==> src/rtl/dmem_responder.sv <==
// dmem_responder: data-memory target for the core's load/store port.
// One request at a time on a valid/ready handshake, RISC-V byte/half/word
// sizing from funct3, response after a fixed number of cycles and held
// until the initiator takes it.
module dmem_responder #(
  parameter int DATA_W     = 32,
  parameter int DM_ADDRESS = 9,
  parameter int LATENCY    = 2
) (
  input  logic                  clk,
  input  logic                  reset,
  input  logic                  req_valid,
  output logic                  req_ready,
  input  logic                  req_we,
  input  logic [DM_ADDRESS-1:0] req_addr,
  input  logic [DATA_W-1:0]     req_wdata,
  input  logic [2:0]            req_funct3,
  output logic                  rsp_valid,
  input  logic                  rsp_ready,
  output logic [DATA_W-1:0]     rsp_rdata,
  output logic                  rsp_err
);

  localparam int WORDS = 2 ** (DM_ADDRESS - 2);

  typedef enum logic [1:0] {IDLE, WAIT, RESP} state_t;

  state_t                state, state_nxt;
  logic [3:0]            cnt, cnt_nxt;
  logic                  accept, commit, wr_en, err_c;
  logic [3:0]            be_c;
  logic [DATA_W-1:0]     lanes_c, word_c;
  logic [DM_ADDRESS-3:0] widx;

  logic                  we_p0;
  logic [DM_ADDRESS-1:0] addr_p0;
  logic [DATA_W-1:0]     wdata_p0;
  logic [2:0]            f3_p0;

  logic [DATA_W-1:0]     mem [0:WORDS-1];

  // Illegal funct3 for the access direction, or a misaligned half/word.
  function automatic logic access_err(input logic we, input logic [1:0] a,
                                      input logic [2:0] f3);
    logic bad_code, misaligned;
    if (we) bad_code = f3[2] || (f3[1:0] == 2'b11);
    else    bad_code = (f3 == 3'b011) || (f3[2:1] == 2'b11);
    misaligned = ((f3[1:0] == 2'b01) && a[0]) ||
                 ((f3[1:0] == 2'b10) && (a != 2'b00));
    return bad_code || misaligned;
  endfunction

  // Byte-lane enables of a store (little-endian lanes within the word).
  function automatic logic [3:0] store_be(input logic [2:0] f3, input logic [1:0] a);
    case (f3)
      3'b000:  return 4'b0001 << a;
      3'b001:  return a[1] ? 4'b1100 : 4'b0011;
      3'b010:  return 4'b1111;
      default: return 4'b0000;
    endcase
  endfunction

  // Store data replicated onto every lane it may land in.
  function automatic logic [DATA_W-1:0] store_lanes(input logic [2:0] f3,
                                                     input logic [DATA_W-1:0] wd);
    case (f3[1:0])
      2'b00:   return {4{wd[7:0]}};
      2'b01:   return {2{wd[15:0]}};
      default: return wd;
    endcase
  endfunction

  // Select the addressed byte/half and extend it per funct3.
  function automatic logic [DATA_W-1:0] load_ext(input logic [DATA_W-1:0] word,
                                                  input logic [1:0] a,
                                                  input logic [2:0] f3);
    logic [DATA_W-1:0] sh;
    sh = word >> {a, 3'b000};
    case (f3)
      3'b000:  return {{24{sh[7]}}, sh[7:0]};
      3'b001:  return {{16{sh[15]}}, sh[15:0]};
      3'b100:  return {24'd0, sh[7:0]};
      3'b101:  return {16'd0, sh[15:0]};
      default: return sh;
    endcase
  endfunction

  assign req_ready = (state == IDLE) && reset;
  assign rsp_valid = (state == RESP);
  assign accept    = req_valid && req_ready;
  // The access itself happens on the edge that enters RESP.
  assign commit    = (state == WAIT) && (cnt == 4'd0);
  assign widx      = addr_p0[DM_ADDRESS-1:2];
  assign err_c     = access_err(we_p0, addr_p0[1:0], f3_p0);
  assign be_c      = store_be(f3_p0, addr_p0[1:0]);
  assign lanes_c   = store_lanes(f3_p0, wdata_p0);
  assign word_c    = mem[widx];
  // Reset on the commit edge cancels the write.
  assign wr_en     = commit && reset && we_p0 && !err_c;

  // Next-state logic: WAIT spans LATENCY cycles, so rsp_valid rises LATENCY edges after accept.
  always_comb begin
    state_nxt = state;
    cnt_nxt   = cnt;
    case (state)
      IDLE: if (req_valid) begin
        state_nxt = WAIT;
        cnt_nxt   = 4'(LATENCY - 1);
      end
      WAIT: if (cnt == 4'd0) state_nxt = RESP;
            else             cnt_nxt   = cnt - 4'd1;
      RESP: if (rsp_ready) state_nxt = IDLE;
      default: state_nxt = IDLE;
    endcase
  end

  // State and latency counter register.
  always_ff @(posedge clk) begin
    if (!reset) begin
      state <= IDLE;
      cnt   <= 4'd0;
    end else begin
      state <= state_nxt;
      cnt   <= cnt_nxt;
    end
  end

  // Request capture: inputs are sampled only on the accept edge.
  always_ff @(posedge clk) begin
    if (accept) begin
      we_p0    <= req_we;
      addr_p0  <= req_addr;
      wdata_p0 <= req_wdata;
      f3_p0    <= req_funct3;
    end
  end

  // Storage array (never cleared by reset).
  always_ff @(posedge clk) begin
    if (wr_en)
      for (int b = 0; b < 4; b++)
        if (be_c[b]) mem[widx][8*b +: 8] <= lanes_c[8*b +: 8];
  end

  // Response registers: loaded on RESP entry, held until the handshake clears them.
  always_ff @(posedge clk) begin
    if (!reset) begin
      rsp_rdata <= '0;
      rsp_err   <= 1'b0;
    end else if (commit) begin
      rsp_err   <= err_c;
      rsp_rdata <= (we_p0 || err_c) ? '0 : load_ext(word_c, addr_p0[1:0], f3_p0);
    end else if (rsp_valid && rsp_ready) begin
      rsp_rdata <= '0;
      rsp_err   <= 1'b0;
    end
  end

endmodule

==> config.mk <==
export PLATFORM = sky130hd
export DESIGN_NAME = dmem_responder
export DESIGN_NICKNAME = d
export VERILOG_FILES = /design/src/rtl/dmem_responder.sv
export SDC_FILE = /design/constraint.sdc
export NUM_CORES = 2
export LEC_CHECK = 0
export ABC_AREA = 1
export BUFFER_PORTS_ARGS = -buffer_cell sky130_fd_sc_hd__buf_2
export CELL_PAD_IN_SITES_DETAIL_PLACEMENT = 1
export CELL_PAD_IN_SITES_GLOBAL_PLACEMENT = 2
export CORE_UTILIZATION = 48
export DETAILED_ROUTE_END_ITERATION = 8
export HOLD_SLACK_MARGIN = 0.06
export PLACE_DENSITY = 0.91
export SYNTH_ARGS = -nofsm -noshare
export SYNTH_HDL_FRONTEND = slang
export SYNTH_SLANG_ARGS = --single-unit
==> constraint.sdc <==
create_clock -name clk -period 15.56 [get_ports clk]
set_input_delay 3.89 -clock clk [delete_from_list [all_inputs] [get_ports clk]]
set_output_delay 3.89 -clock clk [all_outputs]
set_load 0.05 [all_outputs]
### Yosys cells after proc, flatten, opt, wreduce, memory -nomap -nowiden

Memory sizes are Yosys's and may differ from the RTL's. A register that Yosys moved wholly into a read port is not among the register bits.
Cells that the tools add are included.
W data, S select, Z words.

* flip-flop bits (word level): 84
* bits in writable memories: 4096
* output and inout bits: 35
* logic and storage cells: 81
* memories: 1

* add/sub/neg operators: 1
* equal/unequal tests: 15
* shifts and indexed selects: 2
* multiplexer cells: 30
* reductions and logical operators: 24

Memories
* mem: depth 128, bits a word 32, read ports 1, clocked after memory_dff 1, write ports 1, RTL line 40 `logic [DATA_W-1:0] mem [0:WORDS-1];`

Operator list (number)
* $pmux W32 S4: 1
* $mux W32: 3
* $pmux W32 S2: 1
* $shr A32 B5 Y32: 1
* $mux W1: 15
* $mux W4: 3
* $pmux W4 S3: 1
* $logic_and A1 B1 Y1: 9
* $eq A2 B2 Y1 const B: 4
* $pmux W4 S2: 1
* $mux W7: 1
* $eq A3 B2 Y1 const B: 2
* $eq A3 B3 Y1 const B: 2
* $mux W2: 3
* $pmux W2 S3: 1
* $reduce_and A3 Y1: 2
* $reduce_bool A2 Y1: 3
* $logic_or A1 B1 Y1: 5
* $eq A2 B1 Y1 const B: 2
* $logic_not A2 Y1: 2
* $logic_not A4 Y1: 1
* $ne A2 B1 Y1 const B: 2
* $ne A2 B2 Y1 const B: 2
* $shl A1 B2 Y4 const A: 1
* 4 further kinds: 4

### Depth between registers and ports, before layout

* depth after elaboration: 8
* depth in mapped cells: 20
* mapped depth without buffers: 17

### Worst setup path after synthesis

Ideal clock, no wire load.

* path type: input to output
* start: input reset
* end: output req_ready
* data arrival time: 5.204 ns
* setup slack: 6.466 ns
* stages: 3
* cell sequence: inv_1 clkbuf_1 nor3_1

* word-level cells in the longest chain between the ends: 1

RTL lines
* from (decl): RTL line 11 `input logic reset,`
* $logic_and A1 B1 Y1: RTL line 88 `assign req_ready = (state == IDLE) && reset;`
* to (decl): RTL line 13 `output logic req_ready,`

Every way passes these cells.

### Worst setup path after layout

Ends and elaborated chain as after synthesis.

==> metrics <==
via count between 100k and 150k; total power roughly 25 mW; total CTS buffers 421; Iter 0 DRT Violations between 15000 and 20000; Max Fclk 114 MHz; clk root buf clkbuf_16; Die ar. between 300000 and 400000 um^2; syn_nets approximately 14000; core box area between 300000 and 400000 um^2; actual slew at the worst max-slew pin 1440 ps; worst hold-check path type reg -> reg; WL met3 60.6 mm; max-cap violations 0; wire per inst roughly 32 um; dpl hpwl ~360 mm; vias per inst ~6.3; total track usage around a third; Post-CTS Resized 0; critical path type in -> out; #FFs+latches synth 4187; cts hold-fix bufs 0; most used cell, CP buf_2; cell count after synthesis 13900; run status complete, no violations; worst-path fanout max 38; postcts setup bufs 0; met2 WL ~270 mm; layout cells sized above 1 6.96%; Critical R2R Capture rsp_rdata[17]; final setup vio count 0; skew final 103 ps; clock-pin transition on the worst setup and hold timing paths about 60 ps; TNS Setup 0 ps; GRT Residual Overflow 0; Routed WL between 500 and 600 mm; critical path, cell by cell buf_2 > inv_1 > buf_4 > nor3_1 > buf_2; antenna violations before repair between 60 and 70; Worst path slowest cell buf_2; via count of the first global-routing pass 119000; final net count 13700; Longest Clk Path Bufs 4; largest net degree at the start of global routing 207; CP Capture Type output pin; # port buffers between 80 and 90; top sig layer met5; Hold Path Origin rsp_rdata[17]; Arrival @ worst endpoint about 4900 ps; clk sinks around 4200; routability cong. about 0.93; Skew-Pair Late Insertion Delay 1010 ps; Synth Area per Inst roughly 12 um^2; area delta synth->final 10.6%; Yosys top cell by area edfxtp_1; WHS Path Cells 2; TritonRoute pass-1 iters 6; synth top area cells edfxtp_1, nand3_1, nand2_1, nor2_1, o21ai_0; Final ANT Viol Nets 0; num rows ~220; Pleak roughly 62 nW; Chip Height roughly 590 um; Crit path required time 11670 ps; Slew Viols, Final 0; reg2reg path depth 18; first-pass GRT wire length ~840 mm; die width 595 um; Synth top area share around three quarters; I/O pins 84; Period Utilization, post-route 56.3%; Max rail drop VDD around 0.11 mV; Hold Vio Cnt, Final 0; fin worst setup slack between 6000 and 7000 ps; synthesized cell area 169000 um^2; CP Launch Type primary input; slew margin rel. under 10%; pre-CTS setup slack 6810 ps; Initial Util 48.2%; slowest stage delay, CP 310 ps; residual DRC count 0; Cell variety after synth 28; R2R setup slack between 8000 and 9000 ps; RSZ-0062 raised after global routing no; time the worst path needs with I/O delays and setup approximately 9000 ps; Yosys warning count 0; Hold Crit Endpoint rsp_rdata[17]; power per cell area approximately 140 nW/um^2; TritonCTS clock tree yes; register area share after synthesis 74.3%; H-tree depth 5; metal1 wirelength about 210 mm
==> placed cells by master (no fill, tap or decap), types with 9 or more instances in the layout <==
master	Yosys	layout
a21oi_1	75	74
buf_12	0	29
buf_2	328	83
buf_4	87	203
bufinv_16	0	42
clkbuf_1	428	77
clkbuf_16	0	428
clkinv_1	3	93
clkinv_2	0	80
clkinvlp_4	0	19
dfxtp_1	46	39
diode_2	0	60
edfxtp_1	4141	4141
inv_1	56	52
inv_16	0	9
inv_6	0	9
nand2_1	2907	2888
nand2_4	0	12
nand3_1	2573	2573
nor2_1	1544	1543
o21ai_0	1015	1006
o21ai_1	25	26
o22ai_1	503	503
==> worst max-delay path, delay by kind of cell <==
family        cells  cell delay, ps
buf+inv           4             750
simple gates      1             240
==> cells in the mapped netlist <==
master and n:
edfxtp_1 4141, nand2_1 2907, nand3_1 2573, nor2_1 1544, o21ai_0 1015, o22ai_1 503
clkbuf_1 428, buf_2 328, buf_1 133, buf_4 87, a21oi_1 75, inv_1 56
dfxtp_1 46, o21ai_1 25, nor3_1 15, buf_6 10, o211ai_1 8, clkinv_1 3
inv_2 3, buf_8 2, ha_1 2, a211oi_1 1, inv_4 1, nand2_2 1
nand3_2 1, nor2_2 1, nor4_1 1, or2_2 1
==> where the power goes <==
part	internal [mW]	switching [mW]	leakage (nW)
Combinational	0.591	2.12	17.4
Sequential	12.5	0.0395	37.7
Clock	5.77	4.48	6.66
Total	18.8	6.64	61.8
==> through the flow <==
stage,instance area [um^2],std cells,hold slack [ps],utilization (%)
6_report,186000,18700,478,53.4
5_1_grt,186000,18600,503,53.3
4_1_cts,186000,18600,476,53.3
3_5_place_dp,173000,17800,459,49.4
3_3_place_gp,173000,17800,452,49.4
2_1_floorplan,169000,13900,452,-
==> sequential cells by signal, summed over array words and instances (netlist names), named ones only <==
| signal | flops |
|---|---|
| addr_p0 | 9 |
| rsp_err | 1 |
| rsp_rdata | 32 |
| f3_p0 | 3 |
| cnt | 4 |
| mem | 4096 |
| state | 2 |
| wdata_p0 | 32 |
| we_p0 | 1 |
==> worst max path at each step <==
stage / from / end / slack [ps] / cells after the start
after global routing: reset / req_ready / 6740 / 5
after detailed placement: reset / req_ready / 6810 / 5
after global placement: reset / req_ready / 6780 / 5
after CTS: reset / req_ready / 6800 / 5
final: reset / req_ready / 6800 / 5
after floorplan: reset / req_ready / 6470 / 3
==> cells by family after synthesis <==
group           Yosys count  share of synthesized area [%]
compound gates         1627                           5.22
flops                  4187                           74.3
buf+inv                1051                           2.84
fa+ha+maj                 2                         0.0148
simple gates           7044                           17.6
==> layer usage <==
metal	vias up	GRT usage, %
li1	49700	-
met3	1528	8.06
met4	52	22.9
met1	59000	40.8
met2	6719	50.7
met5	-	0.365
==> area by class of cell <==
type	instances	area, um^2
Sequential cell	4187	125000
Clock buffer	508	11000
Inverter	63	283
Fill cell	35000	163000
Multi-Input combinational cell	8673	38800
Antenna cell	60	150
Tap cell	4599	5750
Clock inverter	262	2650
Timing Repair Buffer	315	2520
(Power assumes the default switching activity.)
